### src/rtl/serial_add_ctrl.sv
// serial_add_ctrl
//   Bit-serial add/subtract sequencer. It drives a 1-bit adder cell (two
//   half-adder stages plus a carry flip-flop) over two WIDTH-bit operands,
//   LSB first, one bit per clock. The result, the carry out and the signed
//   overflow are presented with a one-cycle done pulse.
//
// Handshake: start is a request. It is accepted on any clk edge where the
//   block is in IDLE or DONE and start=1; a, b and sub are captured on that
//   same edge. While busy=1 (RUN), start, a, b and sub are ignored. done is
//   high for exactly one cycle when sum/carry/overflow have just been
//   updated. There is no backpressure: the result registers simply hold
//   until the next completion.
//
// Ports:
//   clk       rising-edge clock
//   reset     synchronous, active-high reset
//   start     request (sampled in IDLE or DONE)
//   sub       0 = a+b, 1 = a-b (sampled with start)
//   a, b      WIDTH-bit operands (sampled with start)
//   busy      high while in RUN
//   done      one-cycle pulse when the result is valid
//   sum       WIDTH-bit result, held until the next completion
//   carry     carry out of the MSB (for sub, 1 = no borrow)
//   overflow  two's-complement overflow of the last operation
//   state_dbg current FSM state (0 = IDLE, 1 = RUN, 2 = DONE)
module serial_add_ctrl #(
  parameter int WIDTH = 8
) (
  input  logic             clk,
  input  logic             reset,
  input  logic             start,
  input  logic             sub,
  input  logic [WIDTH-1:0] a,
  input  logic [WIDTH-1:0] b,
  output logic             busy,
  output logic             done,
  output logic [WIDTH-1:0] sum,
  output logic             carry,
  output logic             overflow,
  output logic [1:0]       state_dbg
);

  localparam int CW = (WIDTH > 1) ? $clog2(WIDTH) : 1;
  localparam logic [CW-1:0] LAST_CNT = CW'(WIDTH - 1);
  localparam logic [CW-1:0] PRE_CNT  = CW'(WIDTH - 2);
  localparam logic [CW-1:0] CNT_ONE  = CW'(1);

  typedef enum logic [1:0] {
    IDLE = 2'd0,
    RUN  = 2'd1,
    DONE = 2'd2
  } state_t;

  state_t state, state_next;

  // sa doubles as the result register: each bit cycle consumes sa[0] and
  // inserts the new sum bit at the MSB, so after WIDTH shifts it holds the
  // complete result in the right bit positions.
  logic [WIDTH-1:0] sa;
  logic [WIDTH-1:0] sb;
  logic             cff;
  logic             cprev;
  logic [CW-1:0]    cnt;

  // Adder cell and control strobes
  logic h, g, s, co;
  logic load, last;

  always_comb begin
    state_next = state;
    load       = 1'b0;
    last       = 1'b0;
    // Stage 1 half adder on the operand bits, stage 2 with the carry FF.
    h  = sa[0] ^ sb[0];
    g  = sa[0] & sb[0];
    s  = h ^ cff;
    co = g | (h & cff);
    case (state)
      IDLE: begin
        if (start) begin
          load       = 1'b1;
          state_next = RUN;
        end
      end
      RUN: begin
        if (cnt == LAST_CNT) begin
          last       = 1'b1;
          state_next = DONE;
        end
      end
      DONE: begin
        if (start) begin
          load       = 1'b1;
          state_next = RUN;
        end else begin
          state_next = IDLE;
        end
      end
      default: state_next = IDLE;
    endcase
  end

  always_ff @(posedge clk) begin
    if (reset) begin
      state <= IDLE;
    end else begin
      state <= state_next;
    end
  end

  always_ff @(posedge clk) begin
    if (reset) begin
      sa       <= '0;
      sb       <= '0;
      cff      <= 1'b0;
      cprev    <= 1'b0;
      cnt      <= '0;
      sum      <= '0;
      carry    <= 1'b0;
      overflow <= 1'b0;
    end else if (load) begin
      sa  <= a;
      // Subtraction is a + ~b + 1: invert b and preload the carry with 1.
      sb  <= sub ? ~b : b;
      cff <= sub;
      cnt <= '0;
    end else if (state == RUN) begin
      sa  <= {s, sa[WIDTH-1:1]};
      sb  <= {1'b0, sb[WIDTH-1:1]};
      cff <= co;
      // Carry into the MSB, needed for the overflow rule on the last bit.
      if (cnt == PRE_CNT) begin
        cprev <= co;
      end
      if (last) begin
        sum      <= {s, sa[WIDTH-1:1]};
        carry    <= co;
        overflow <= co ^ cprev;
      end else begin
        // Hold the counter on the last bit so it never wraps.
        cnt <= cnt + CNT_ONE;
      end
    end
  end

  assign busy      = (state == RUN);
  assign done      = (state == DONE);
  assign state_dbg = state;

endmodule

### config.mk
export PLATFORM = sky130hd
export DESIGN_NAME = serial_add_ctrl
export DESIGN_NICKNAME = d
export VERILOG_FILES = /design/src/rtl/serial_add_ctrl.sv
export SDC_FILE = /design/constraint.sdc
export NUM_CORES = 1
export LEC_CHECK = 0
export CORE_MARGIN = 2
export CORE_UTILIZATION = 52
export DETAILED_ROUTE_END_ITERATION = 16
export GPL_TIMING_DRIVEN = 0
export PLACE_DENSITY = 0.88
export SYNTH_ARGS = -nofsm -noshare
export SYNTH_HDL_FRONTEND = slang
export SYNTH_SLANG_ARGS = --single-unit
### constraint.sdc
create_clock -name clk -period 3.9 [get_ports clk]
set_input_delay 0.585 -clock clk [delete_from_list [all_inputs] [get_ports clk]]
set_output_delay 0.585 -clock clk [all_outputs]
set_load 0.01 [all_outputs]
# ---- After elaboration in Yosys (flattened, before gate mapping)
# Index checks and enable logic that the tools add are counted.
dict set report totals {
  in_bits 20
  ff_bits 33
}
dict set report classes {
  bitwise_logic 9
  addsub 1
  eq_ne 6
  n_mux 15
  n_reduce_logical 8
}
# cell n
set ops {}
lappend ops {{8-bit two-way mux} 5}
lappend ops {{8-bit NOT} 1}
lappend ops {{1-bit two-way mux} 7}
lappend ops {{3-bit equality test, second input constant} 2}
lappend ops {{2-bit one-hot mux with 3 select lines} 1}
lappend ops {{3-bit AND reduction} 2}
lappend ops {{2-bit two-way mux} 2}
lappend ops {{2-bit AND reduction} 2}
lappend ops {{2-bit OR reduction} 2}
lappend ops {{3-bit by 1-bit adder with 3-bit output, second input constant} 1}
lappend ops {{1-bit bitwise XOR} 3}
lappend ops {{1-bit AND} 2}
lappend ops {{2-bit by 1-bit equality test with 1-bit output, second input constant} 1}
lappend ops {{2-bit equality test, second input constant} 1}
lappend ops {{2-bit logical NOT} 1}
lappend ops {{2-bit by 1-bit != test with 1-bit output, second input constant} 1}
lappend ops {{2-bit != test, second input constant} 1}
lappend ops {{1-bit NOT} 2}
lappend ops {{2-bit nonzero test} 1}
lappend ops {{1-bit OR} 1}

# ---- Depth between registers and ports, before layout
# Gate-level depths: netlist of run 1.
dict set report depth {
  depth_word 5
  ltp_mapped 6
  ltp_nobuf 5
}

# ---- Worst setup path before layout of run 1
# No wires, ideal clock.
dict set report synth_timing {
  path_type {register to output}
  from {register state[1], in the netlist state_dbg[1]}
  to {output busy}
  t_arrival_ns 0.934
  stages_incl_launch_ff 5
  required_time_ns 3.315
  path_slack_ns 2.381
  path_cell_list {dfxtp_1 nand2b_1 buf_4 inv_2 buf_6}
}
dict set report synth_between {
  elab_chain_len 1
}
# element line
set synth_rtl {}
lappend synth_rtl {{start, declared} 54} ;# state_t state, state_next;
lappend synth_rtl {{start signal, assigned} 107} ;# state <= state_next;
lappend synth_rtl {{2-bit by 1-bit equality test with 1-bit output} 146} ;# assign busy = (state == RUN);
lappend synth_rtl {{end, declared} 35} ;# output logic busy,
# No other way between the ends.

# ---- Worst setup path in the final report of run 1
# Same ends and word-level chain as after synthesis.

==> results of run 1 <==
-- per-layer routing --
layer | up-vias | global-route usage, % | share of wire (%)
met5 | - | 0 | 0
met4 | 0 | 11.2 | 1.7
met3 | 5 | 5.07 | 6.6
met2 | 47 | 34.9 | 50
met1 | 585 | 26.1 | 42
li1 | 650 | - | -
-- stage by stage --
step / power (mW) / area, um2 / std cells / hold slack [ps]
3_3_place_gp: 0.469 / 1790 / 228 / 442
4_1_cts: 0.652 / 1840 / 236 / 462
6_report: 0.650 / 1840 / 236 / 460
5_1_grt: 0.680 / 1840 / 236 / 485
2_1_floorplan: 0.435 / 1440 / 166 / 444
3_5_place_dp: 0.475 / 1790 / 228 / 451
-- state kept, by name, summed over array words and instances, names as in the netlist --
register and count:
cprev 1, cff 1, sb 8, overflow 1
cnt 3, state_dbg 2, sa 8, carry 1
sum 8
-- cells in the mapped netlist (all sizes together) --
library cell / count
a211oi: 1
buf: 6
xor2: 8
o21ai: 1
nand3b: 1
a2111oi: 1
ha: 3
xnor2: 2
nor2b: 2
nand3: 12
nand2b: 2
inv: 2
nand4: 1
dfxtp: 33
nor3b: 1
nor2: 10
clkbuf: 7
a22oi: 11
and3b: 1
mux2i: 1
nor3: 2
a21oi: 22
a311oi: 5
nand2: 30
fa: 1
-- layout by cell type (no fill, tap or decap), drive strengths merged, types with 6 or more instances in the layout --
cell type	count
xor2	8
clkdlybuf4s50	31
buf	6
clkbuf	13
dfxtp	33
nand2	30
a21oi	22
a22oi	11
nor2	10
nand3	12
-- power by group --
part           switching (mW)  total, mW  internal, mW
clock network           0.113      0.182        0.0686
registers              0.0131      0.367         0.354
logic                  0.0517      0.101        0.0492
-- final timing paths --
path	start	endpoint	cells past startpoint
min reg2reg	sum[2]	sum[2]	2
min	sum[2]	sum[2]	2
max reg2reg	cnt[0]	cnt[1]	5
max	state_dbg[1]	busy	5
-- cell type report --
class | instances | area (um2) | area share (%)
plain buffers | 13 | 66.3 | 3.60
well taps | 31 | 38.8 | 2.11
multi-input cells | 118 | 706 | 38.3
clock inverters | 2 | 10.0 | 0.544
flip-flops and latches | 33 | 661 | 35.9
clock buffers | 6 | 41.3 | 2.24
inverters | 2 | 7.51 | 0.408
repair buffers | 31 | 310 | 16.9
-- critical path, cell delays in order, from the launching register on --
cell and delay, ps:
dfxtp_1 380, nand2b_1 160, buf_4 170, inv_2 140
buf_6 160, clkdlybuf4s50_1 540
-- kinds of logic (layout without fill, tap and decap cells) --
family                   Yosys count  after routing  synth area share, %
AO/OA/AOI/OAI                     41             41                 18.3
AND/OR/NAND/NOR                   62             62                 19.9
buffers and inverters             15             54                 5.13
XOR/XNOR                          10             10                 6.08
flip-flops                        33             33                 45.9
multiplexers                       1              1                0.695
adder cells (fa/ha/maj)            4              4                 4.00
==> flow_metrics.tcl, run 1 <==
set metrics [dict create \
    syn_area_um2 1440 \
    grt-ovfl-total 0 \
    die_h_um 56.6 \
    dieArea_um2 3210 \
    start_kind "flop" \
    tightest_slew_ps 492 \
    setup_slack_ps 1420 \
    ant_nets 0 \
    ff2ff_setup_slack_ps 2270 \
    power.density_nw_per_um2 353 \
    fin_crit_ps 2480 \
    synthTopCellsByArea "dfxtp_1 (46%), nand2_1 (7.8%), a21oi_1 (7.6%), a22oi_1 (5.7%), xor2_1 (4.9%)" \
    rows 19 \
    cts_buffers 5 \
    place_ws_ps 1780 \
    syn_nets 190 \
    syn_avg_cell_area_um2 8.68 \
    area_growth_pct 27.8 \
    clkLatencyLatePin_ps 330 \
    worst_ep_required_time_ps 3310 \
    cts_tree "yes" \
    initial_core_util_pct 53.6 \
    syn-instance-count 166 \
    htreeDepth 2 \
    io_buffers 31 \
    synth_area_leader_cell "dfxtp_1" \
    drt-pass1-iter-count 4 \
    wl_um 3080 \
    gp_congestion 0.777 \
    fin_util_pct 68.5 \
    chipWidth_um 56.6 \
    rsz0062_at_grt "no" \
    grt_pass1_wl_um 5290 \
    ctsHoldBuffers 0 \
    p_leak_nw 0.666 \
    cp.arrival_ps 1890 \
    first_global_vias 1213 \
    cp_max_fo 10 \
    ioPinCount 34 \
    relSlewSlack_pct 67.2 \
    yosysTopAreaCellShare_pct 45.9 \
    dpl.hpwl_um 2280 \
    fin_skew_ps 3.51 \
    yosysSeqAreaShare_pct 45.9 \
    tns_ps 0 \
    grt_usage_pct 21.4 \
    cts_setup_buffers 0 \
    finalCritPeriodShare_pct 63.5 \
    synth_seq_cells 33 \
    path_clk_slew_ps 100 \
    peakVddDrop_v 0.000283 \
    drc_errors 0 \
    finalNetCount 228 \
    slew_violations 0 \
    min_path_type "reg2reg" \
    end_kind "primary output" \
    antenna_found_initial 0 \
    core_area_um2 2690 \
    clk_path_buf_depth 2 \
    grt_start_max_net_pins 11 \
    critical_path_class "reg2out" \
    dr_total_vias 1287 \
    diodes 0 \
    wire_per_inst_um 13.0 \
    drive_gt1_share_pct 8.29 \
    root_buffer "clkbuf_4" \
    max_clock_freq_mhz 404 \
    yosysUniqueCellTypes 29 \
    via_per_inst 5.45 \
    ys_warn_count 0 \
    drtIter0Drc 45 \
    cts_sinks 33 \
    drv_cap 0 \
    status "finished, final reports clean" \
    hold_violations 0 \
    nFillCells 221 \
    post_cts_resized 0 \
    setup_viol 0 \
]
No activity file was read; power rests on OpenSTA's default activity.
==> run 2: changes to the inputs <==
--- a/config.mk
+++ b/config.mk
@@ -6,10 +6,10 @@
 export NUM_CORES = 1
 export LEC_CHECK = 0
 export CORE_MARGIN = 2
-export CORE_UTILIZATION = 52
+export CORE_UTILIZATION = 48
 export DETAILED_ROUTE_END_ITERATION = 16
 export GPL_TIMING_DRIVEN = 0
-export PLACE_DENSITY = 0.88
+export PLACE_DENSITY = 0.82
 export SYNTH_ARGS = -nofsm -noshare
 export SYNTH_HDL_FRONTEND = slang
 export SYNTH_SLANG_ARGS = --single-unit
==> constraint.sdc (replaced) <==
create_clock -name clk -period 2.5 [get_ports clk]
set_input_delay 0.375 -clock clk [delete_from_list [all_inputs] [get_ports clk]]
set_output_delay 0.375 -clock clk [all_outputs]
set_load 0.01 [all_outputs]
==> flow_metrics.tcl, run 2 (synthesis gave the netlist of run 1 again) <==
set metrics [dict create \
    worst_ep_required_time_ps 2120 \
    ctsHoldBuffers 0 \
    path_clk_slew_ps 100 \
    cts_sinks 33 \
    clk_path_buf_depth 2 \
    final_common_cell "dfxtp_1" \
    dr_total_vias 1284 \
    dpl.hpwl_um 2340 \
    grt-ovfl-total 0 \
    nFillCells 271 \
    wire_per_inst_um 13.4 \
    cp.arrival_ps 1920 \
    peakVddDrop_v 0.000387 \
    power.density_nw_per_um2 550 \
    setup_viol 0 \
    area_growth_pct 27.8 \
    clkLatencyLatePin_ps 340 \
    ioPinCount 34 \
    largestRegisters "sa x8, sb x8, sum x8" \
    drt-pass1-iter-count 10 \
    slew_violations 0 \
    drive_gt1_share_pct 8.29 \
    timing.critical_path.cells "nand2b_1, buf_4, inv_2, buf_6, clkdlybuf4s50_1" \
    worst-path-buf-inv 4 \
    end_kind "primary output" \
    grt_start_max_net_pins 11 \
    ant_nets 0 \
    finalNetCount 228 \
    initial_core_util_pct 51.3 \
    final_cell_mix "dfxtp_1 (33), clkdlybuf4s50_1 (31), nand2_1 (30)" \
    relSlewSlack_pct 68.1 \
    gp_congestion 0.822 \
    crit_family "buffers and inverters" \
    multi_input_area_um2 706 \
    drtIter0Drc 50 \
    cpPeakStageDelay_ps 540 \
    core_area_um2 2810 \
    critical_path_class "reg2out" \
    fin_skew_ps 9.49 \
    drv_cap 0 \
    rsz0062_at_grt "no" \
    tightest_slew_ps 479 \
    die_h_um 58.8 \
    final_cells 236 \
    drc_errors 2 \
    cts_tree "yes" \
    root_buffer "clkbuf_4" \
    wl_um 3160 \
    grt_usage_pct 20.7 \
    grt_pass1_wl_um 5310 \
    post_cts_resized 0 \
    seqCellArea_um2 661 \
    violations "DRC" \
    hold_violations 0 \
    start_kind "flop" \
    chipWidth_um 58.8 \
    min_path_type "in2reg" \
    place_inst 228 \
    finalCritPeriodShare_pct 91.6 \
    antenna_found_initial 0 \
    fin_crit_ps 2290 \
    tns_ps 0 \
    first_global_vias 1255 \
    io_buffers 31 \
    cpMaxStageDelayCell "clkdlybuf4s50_1" \
    cts_buffers 5 \
    cp_max_fo 10 \
    diodes 0 \
    cts_setup_buffers 0 \
    p_leak_nw 0.666 \
    via_per_inst 5.44 \
    status "finished with violations" \
    rows 19 \
    htreeDepth 2 \
    dieArea_um2 3450 \
    max_clock_freq_mhz 436 \
]
run 2: cell counts in the layout (fill, tap and decap cells not counted):
No cell type changed its count.
run 2: where the power goes:
part	switching, mW	internal (mW)	total (mW)
registers	0.0201	0.552	0.572
logic	0.0821	0.0765	0.159
clock network	0.174	0.107	0.281
run 2: worst paths after layout:
path,start,end,slack (ps),cells past startpoint
worst max-delay path,state_dbg[1],busy,210,5
worst min-delay path,reset,sa[2],390,2
worst max register to register,cnt[0],cnt[1],890,5
worst min register to register,sum[5],sum[5],460,2
run 2: per-stage QoR:
step | cell area, um2 | hold WS [ps] | setup slack, ps | util [%] | total power, mW
final | 1840 | 390 | 209 | 65.6 | 1.01
after global routing | 1840 | 413 | 96.1 | 65.6 | 1.07
after CTS | 1840 | 386 | 208 | 65.6 | 1.02
after detailed placement | 1790 | 446 | 583 | 63.8 | 0.741
after global placement | 1790 | 442 | 617 | 63.8 | 0.734
after floorplan | 1440 | 444 | 1020 | - | 0.679
run 2: metal layers:
metal / track usage (%) / wire length, um / up-vias
met5: 0 / 0 / -
met1: 22.8 / 1310 / 591
met4: 6.82 / 9 / 0
li1: - / - / 649
met2: 36.5 / 1580 / 42
met3: 7.69 / 249 / 2
run 2: area by class of cell:
| type | count | area share (%) |
|---|---|---|
| Multi-Input combinational cell | 118 | 38.3 |
| Sequential cell | 33 | 35.9 |
| Timing Repair Buffer | 31 | 16.9 |
| Buffer | 13 | 3.60 |
| Clock buffer | 6 | 2.24 |
| Tap cell | 31 | 2.11 |
| Clock inverter | 2 | 0.544 |
| Inverter | 2 | 0.408 |
run 2: worst register-to-register path: cells and delay by family (launching register included):
kind / cells / cell delay, ps
simple gates: 2 / 430
fa+ha+maj: 2 / 430
compound gates: 1 / 320
flops: 1 / 340
